## config.mk

```make
export PLATFORM = sky130hd
export DESIGN_NAME = ram_march_bist
export DESIGN_NICKNAME = d
export VERILOG_FILES = /design/src/rtl/ram_march_bist_pkg.sv /design/src/rtl/ram_march_bist_addr_cnt.sv /design/src/rtl/ram_march_bist.sv
export SDC_FILE = /design/constraint.sdc
export NUM_CORES = 1
export LEC_CHECK = 0
export ABC_AREA = 1
export CORE_ASPECT_RATIO = 1.25
export CORE_UTILIZATION = 54
export DETAILED_ROUTE_END_ITERATION = 12
export PLACE_DENSITY = 0.85
export SLEW_MARGIN = 0
export SYNTH_ARGS = -nofsm -noshare
export SYNTH_HDL_FRONTEND = slang
export SYNTH_SLANG_ARGS = --single-unit
```

## constraint.sdc

```tcl
create_clock -name clk -period 3.5 [get_ports clk]
set_clock_uncertainty 0.05 [all_clocks]
set_input_delay 0.35 -clock clk [delete_from_list [all_inputs] [get_ports clk]]
set_output_delay 0.35 -clock clk [all_outputs]
set_load 0.02 [all_outputs]
```

## src/rtl/ram_march_bist_pkg.sv

```systemverilog
// Shared types and constants for the March C- RAM self-test controller.
package ram_march_bist_pkg;

  localparam int DEF_AW = 4;
  localparam int DEF_DW = 4;

  localparam logic [DEF_DW-1:0] DATA_ZERO = '0;
  localparam logic [DEF_DW-1:0] DATA_ONE  = '1;

  typedef enum logic [3:0] {
    IDLE,
    M0_W,
    M1_R,
    M1_W,
    M2_R,
    M2_W,
    M3_R,
    M3_C,
    DONE
  } state_e;

endpackage

```

## src/rtl/ram_march_bist_addr_cnt.sv

```systemverilog
// Up/down address counter for the march elements: loads the first address of
// an element and flags the last address in the current direction.
module bist_addr_cnt #(
  parameter int AW = 4
) (
  input  logic          clk_i,
  input  logic          rst_ni,
  input  logic          load_i,
  input  logic          load_dn_i,
  input  logic          step_i,
  input  logic          dn_i,
  output logic [AW-1:0] addr_o,
  output logic          last_o
);

  logic [AW-1:0] addr_q;
  logic [AW-1:0] addr_d;

  always_comb begin
    addr_d = addr_q;
    if (load_i) begin
      addr_d = load_dn_i ? '1 : '0;
    end else if (step_i) begin
      addr_d = dn_i ? (addr_q - AW'(1)) : (addr_q + AW'(1));
    end
  end

  always_ff @(posedge clk_i or negedge rst_ni) begin
    if (!rst_ni) begin
      addr_q <= '0;
    end else begin
      addr_q <= addr_d;
    end
  end

  assign addr_o = addr_q;
  assign last_o = dn_i ? (addr_q == '0) : (addr_q == '1);

endmodule

```

## src/rtl/ram_march_bist.sv

```systemverilog
// March C- self-test controller driving a synchronous RAM directly; reports
// pass/fail, the first failing address and a saturating mismatch count.
module ram_march_bist
  import ram_march_bist_pkg::*;
#(
  parameter int AW = DEF_AW,
  parameter int DW = DEF_DW,
  parameter int EW = 8
) (
  input  logic          clk,
  input  logic          rst,
  input  logic          start,
  input  logic [DW-1:0] ram_dout,
  output logic          ram_cs,
  output logic          ram_wrt,
  output logic          ram_rd,
  output logic [AW-1:0] ram_addr,
  output logic [DW-1:0] ram_din,
  output logic          busy,
  output logic          done,
  output logic          pass,
  output logic [AW-1:0] fail_addr,
  output logic [EW-1:0] err_cnt
);

  localparam logic [DW-1:0] D_ZERO = {DW{DATA_ZERO[0]}};
  localparam logic [DW-1:0] D_ONE  = {DW{DATA_ONE[0]}};

  state_e        state_q, state_d;
  logic          cnt_load, cnt_load_dn, cnt_step, cnt_dn, cnt_last;
  logic [AW-1:0] cnt_addr;
  logic          cmp_en;
  logic [DW-1:0] cmp_exp;
  logic          pass_q, pass_d;
  logic [AW-1:0] fail_addr_q, fail_addr_d;
  logic [EW-1:0] err_cnt_q, err_cnt_d;

  bist_addr_cnt #(.AW(AW)) u_addr_cnt (
    .clk_i    (clk),
    .rst_ni   (rst),
    .load_i   (cnt_load),
    .load_dn_i(cnt_load_dn),
    .step_i   (cnt_step),
    .dn_i     (cnt_dn),
    .addr_o   (cnt_addr),
    .last_o   (cnt_last)
  );

  // Direction depends only on the element, so the last flag never loops back.
  assign cnt_dn = (state_q == M2_R) || (state_q == M2_W) ||
                  (state_q == M3_R) || (state_q == M3_C);

  always_ff @(posedge clk or negedge rst) begin
    if (!rst) begin
      state_q <= IDLE;
    end else begin
      state_q <= state_d;
    end
  end

  always_comb begin
    state_d     = state_q;
    cnt_load    = 1'b0;
    cnt_load_dn = 1'b0;
    cnt_step    = 1'b0;
    case (state_q)
      IDLE: if (start) begin
        state_d  = M0_W;
        cnt_load = 1'b1;
      end
      M0_W: begin
        if (cnt_last) begin
          state_d  = M1_R;
          cnt_load = 1'b1;
        end else begin
          cnt_step = 1'b1;
        end
      end
      M1_R: state_d = M1_W;
      M1_W: begin
        if (cnt_last) begin
          state_d     = M2_R;
          cnt_load    = 1'b1;
          cnt_load_dn = 1'b1;
        end else begin
          state_d  = M1_R;
          cnt_step = 1'b1;
        end
      end
      M2_R: state_d = M2_W;
      M2_W: begin
        if (cnt_last) begin
          state_d     = M3_R;
          cnt_load    = 1'b1;
          cnt_load_dn = 1'b1;
        end else begin
          state_d  = M2_R;
          cnt_step = 1'b1;
        end
      end
      M3_R: state_d = M3_C;
      // The counter holds on the final compare, leaving address 0 in DONE.
      M3_C: begin
        if (cnt_last) begin
          state_d = DONE;
        end else begin
          state_d  = M3_R;
          cnt_step = 1'b1;
        end
      end
      DONE:    state_d = IDLE;
      default: state_d = IDLE;
    endcase
  end

  always_comb begin
    ram_wrt = 1'b0;
    ram_rd  = 1'b0;
    ram_din = D_ZERO;
    done    = 1'b0;
    cmp_en  = 1'b0;
    cmp_exp = D_ZERO;
    case (state_q)
      M0_W: ram_wrt = 1'b1;
      M1_R: ram_rd = 1'b1;
      M1_W: begin
        ram_wrt = 1'b1;
        ram_din = D_ONE;
        cmp_en  = 1'b1;
      end
      M2_R: ram_rd = 1'b1;
      M2_W: begin
        ram_wrt = 1'b1;
        cmp_en  = 1'b1;
        cmp_exp = D_ONE;
      end
      M3_R: ram_rd = 1'b1;
      M3_C: cmp_en = 1'b1;
      DONE: done = 1'b1;
      default: ;
    endcase
  end

  assign ram_cs   = (state_q != IDLE);
  assign busy     = (state_q != IDLE) && (state_q != DONE);
  assign ram_addr = (state_q == IDLE) ? '0 : cnt_addr;

  // The RAM returns read data one cycle late, so the compare runs in the
  // cycle after the read strobe, while the address still points at it.
  always_comb begin
    pass_d      = pass_q;
    fail_addr_d = fail_addr_q;
    err_cnt_d   = err_cnt_q;
    if ((state_q == IDLE) && start) begin
      pass_d      = 1'b0;
      fail_addr_d = '0;
      err_cnt_d   = '0;
    end
    if (cmp_en && (ram_dout != cmp_exp)) begin
      if (err_cnt_q == '0) begin
        fail_addr_d = cnt_addr;
      end
      if (err_cnt_q != '1) begin
        err_cnt_d = err_cnt_q + EW'(1);
      end
    end
    if ((state_q == M3_C) && cnt_last) begin
      pass_d = (err_cnt_d == '0);
    end
  end

  always_ff @(posedge clk or negedge rst) begin
    if (!rst) begin
      pass_q      <= 1'b0;
      fail_addr_q <= '0;
      err_cnt_q   <= '0;
    end else begin
      pass_q      <= pass_d;
      fail_addr_q <= fail_addr_d;
      err_cnt_q   <= err_cnt_d;
    end
  end

  assign pass      = pass_q;
  assign fail_addr = fail_addr_q;
  assign err_cnt   = err_cnt_q;

endmodule

```

==> qor.yml <==
flow_run:
  cap_viol_max_count: 0
detailed_routing:
  drt-pass1-iter-count: 4
  vias: 1483
  detail-route-antenna-nets: 0
  drc: 0
  drt-vias-per-instance: 5.354
  detail_route.wl_per_cell_um: 12.57
  drt_iter0_markers: 54
  drt-total-wl_mm: 3.483
logic_synthesis:
  ys_dominant_reg_cell: "dfrtp_1"
  netlist_area_um2: 1494
  synthTopCellsByArea: "dfrtp_1, nand2_1, inv_1"
  synth.top_cells.by_count: "nand2_1, inv_1, nor2_1"
  postSynthCellCount: 212
  postSynthRegisterBits: 21
  synth.yosys.seq_area_share: 0.3518
  synth.distinct_cells: 26
  synth_top_area_frac: 0.3518
  synth_enable_flop_cells: 0
  async_flop_share: 1.000
  yosys_warnings: 0
  synth_most_common_cell: "nand2_1"
  syn-num-nets: 224
  synth.avg_cell_area_um2: 7.047
  yosys.area.top_type: "dfrtp_1"
clock_tree:
  numClockSinks: 21
  clkSlewWorstSetupHoldPaths_ns: 0.13
  post_cts_hold_buffer_count: 0
  tritoncts: "built"
  postCtsSetupRepairBufs: 0
  clk_latency_ns: 0.30
  cts_max_level: 1
  cts-root-buf: "clkbuf_4"
  cts_resized: 0
  cts-buffers-inserted: 3
  clock_path_buffers: 2
setup_path:
  worst_path_largest_cell_delay_ns: 0.70
  worstPathBufferInverterCount: 2
  cp.required_ns: 3.10
  crit_fanout: 5
  cp-startpoint: "state_q[0]"
  regToRegStartpoint: "state_q[1]"
  cp-start-kind: "flip-flop"
  data_arrival_critical_path_ns: 1.96
  timing.critical_path.cells: "inv_1 > a211oi_1 > clkdlybuf4s50_1"
  worstSetupEndpointType: "primary output"
  critical_path.top_delay_family: "buffers and inverters"
  setup.worst_path.class: "reg2out"
  cp_slowest_cell: "clkdlybuf4s50_1"
floorplan:
  initial_core_util: 0.5911
  fp-row-count: 20
  die_x_um: 49.05
  fp.dieArea_um2: 2982
  coreArea_um2: 2527
  io-pin-count: 33
  die_h_um: 60.81
cells_and_area:
  final_layout_size_suffix_gt1_frac: 0.09016
  design.final.nets: 257
  syn_to_layout_area_delta_pct: 24.04
  num-fill-cells: 217
  instances_no_fill: 277
  antenna-diode-count: 0
  fin_area_um2: 1853
global_routing:
  first_global_vias: 1402
  globalRouteOverflowTotal: 0
  grt_max_degree: 22
  grt_first_pass_wirelength_mm: 5.927
  grt_util_all_layers: 0.2610
  initial_antenna_violation_count: 0
worst_hold_path:
  worstHoldPathType: "reg2reg"
  worstHoldStart: "pass"
outcome:
  run_status: "finished clean"
place:
  place_hpwl_mm: 2.701
  numPlacedInstances: 273
  io_buffer_count: 32
  globalplace.congestion: 0.9749
  placedInstanceArea_um2: 1826
timing:
  setup_repair_after_global_routing_missed_its_margin: "no"
  hold_viol: 0
  finalCritPeriodShare: 0.6747
  finalCriticalPeriod_ns: 2.361
  report.final.slew_viol_count: 0
  relSlewSlack: 0.3502
  setup_violations: 0
  timing.setup.tns_ns: 0
  worstMarginPinSlew_ns: 0.9716
  max_freq_ghz: 0.4235
power_and_ir_drop:
  p_leak_nw: 0.9886
  vdd_drop_max_mv: 0.2737
  power_density_nw_per_um2: 468.3
## final cells by class
| cell class | count | area, um^2 | area share |
|---|---|---|---|
| Multi-Input combinational cell | 157 | 825.8 | 0.4456 |
| Sequential cell | 21 | 525.5 | 0.2836 |
| Timing Repair Buffer | 32 | 320.3 | 0.1729 |
| Inverter | 30 | 112.6 | 0.06077 |
| Tap cell | 33 | 41.29 | 0.02228 |
| Clock buffer | 3 | 22.52 | 0.01215 |
| Clock inverter | 1 | 5.005 | 0.002701 |
## layer usage
metal	routed length, um	vias to the layer above	global-route usage
li1	-	744	-
met1	1425	660	0.3076
met2	1771	71	0.4881
met3	208	8	0.02757
met4	77	0	0.1134
met5	0	-	0
## power breakdown
part | leakage (nW) | switching [W] | internal, W
registers | 0.248 | 0.0000677 | 0.000293
logic | 0.723 | 0.000214 | 0.000172
clock network | 0.0177 | 0.0000782 | 0.0000426
total | 0.989 | 0.000360 | 0.000508
## metrics by stage
stage | power, W | hold WS (ns) | utilization | setup slack, ns
finish | 0.0008678 | 0.4429 | 0.7332 | 1.139
floorplan | 0.0005871 | 0.004409 | - | 1.652
global route | 0.0009256 | 0.4983 | 0.7332 | 1.087
global placement | 0.0007420 | 0.4258 | 0.7223 | 1.447
CTS | 0.0008699 | 0.4478 | 0.7332 | 1.161
detailed placement | 0.0007518 | 0.4167 | 0.7223 | 1.395
## worst reg2reg max path: stages, from the launching register on
cell	delay (ns)
dfrtp_1	0.45
nor2_1	0.25
nand3_2	0.30
inv_1	0.20
nor2_1	0.06
o21a_1	0.17
a21oi_1	0.28
a22oi_1	0.12
## cell usage in the layout, fill, tap and decap left out, types with 3 or more instances in the layout
cell             count
inv_2                3
nand2_2              6
xnor2_1              3
clkbuf_4             3
inv_1               27
a21oi_1              5
clkdlybuf4s50_1     32
xor2_1               5
nand2_1             60
dfrtp_1             21
nand3_2              4
nor2_1              22
o21ai_0             11
nor3_1               3
nand3_1             19
a22oi_1              4
ha_1                 4
## sequential cells by signal, summed over array words and instances, names as in the netlist
| signal | count |
|---|---|
| err_cnt | 8 |
| fail_addr | 4 |
| state_q | 4 |
| pass | 1 |
| u_addr_cnt.addr_o | 4 |
## path summary, 6_finish.rpt
| check | to | slack [ns] | depth (start not counted) |
|---|---|---|---|
| min in group asynchronous | state_q[0] | 0.52 | 1 |
| min reg2reg | pass | 0.44 | 2 |
| min | pass | 0.44 | 2 |
| max | ram_wrt | 1.14 | 3 |
| max reg2reg | u_addr_cnt.addr_o[3] | 1.49 | 7 |
| max in group asynchronous | u_addr_cnt.addr_o[3] | 2.30 | 1 |
## kinds of logic after synthesis
logic type / Yosys count / synth area share
xor gates and xnor gates: 8 / 0.04690
and+or+nand+nor: 120 / 0.3677
DFF: 21 / 0.3518
adders and majority gates: 5 / 0.04690
buffers and inverters: 34 / 0.09548
AOI/OAI and AO/OA: 24 / 0.09129
Note: power is estimated with default switching activity, not from simulation.
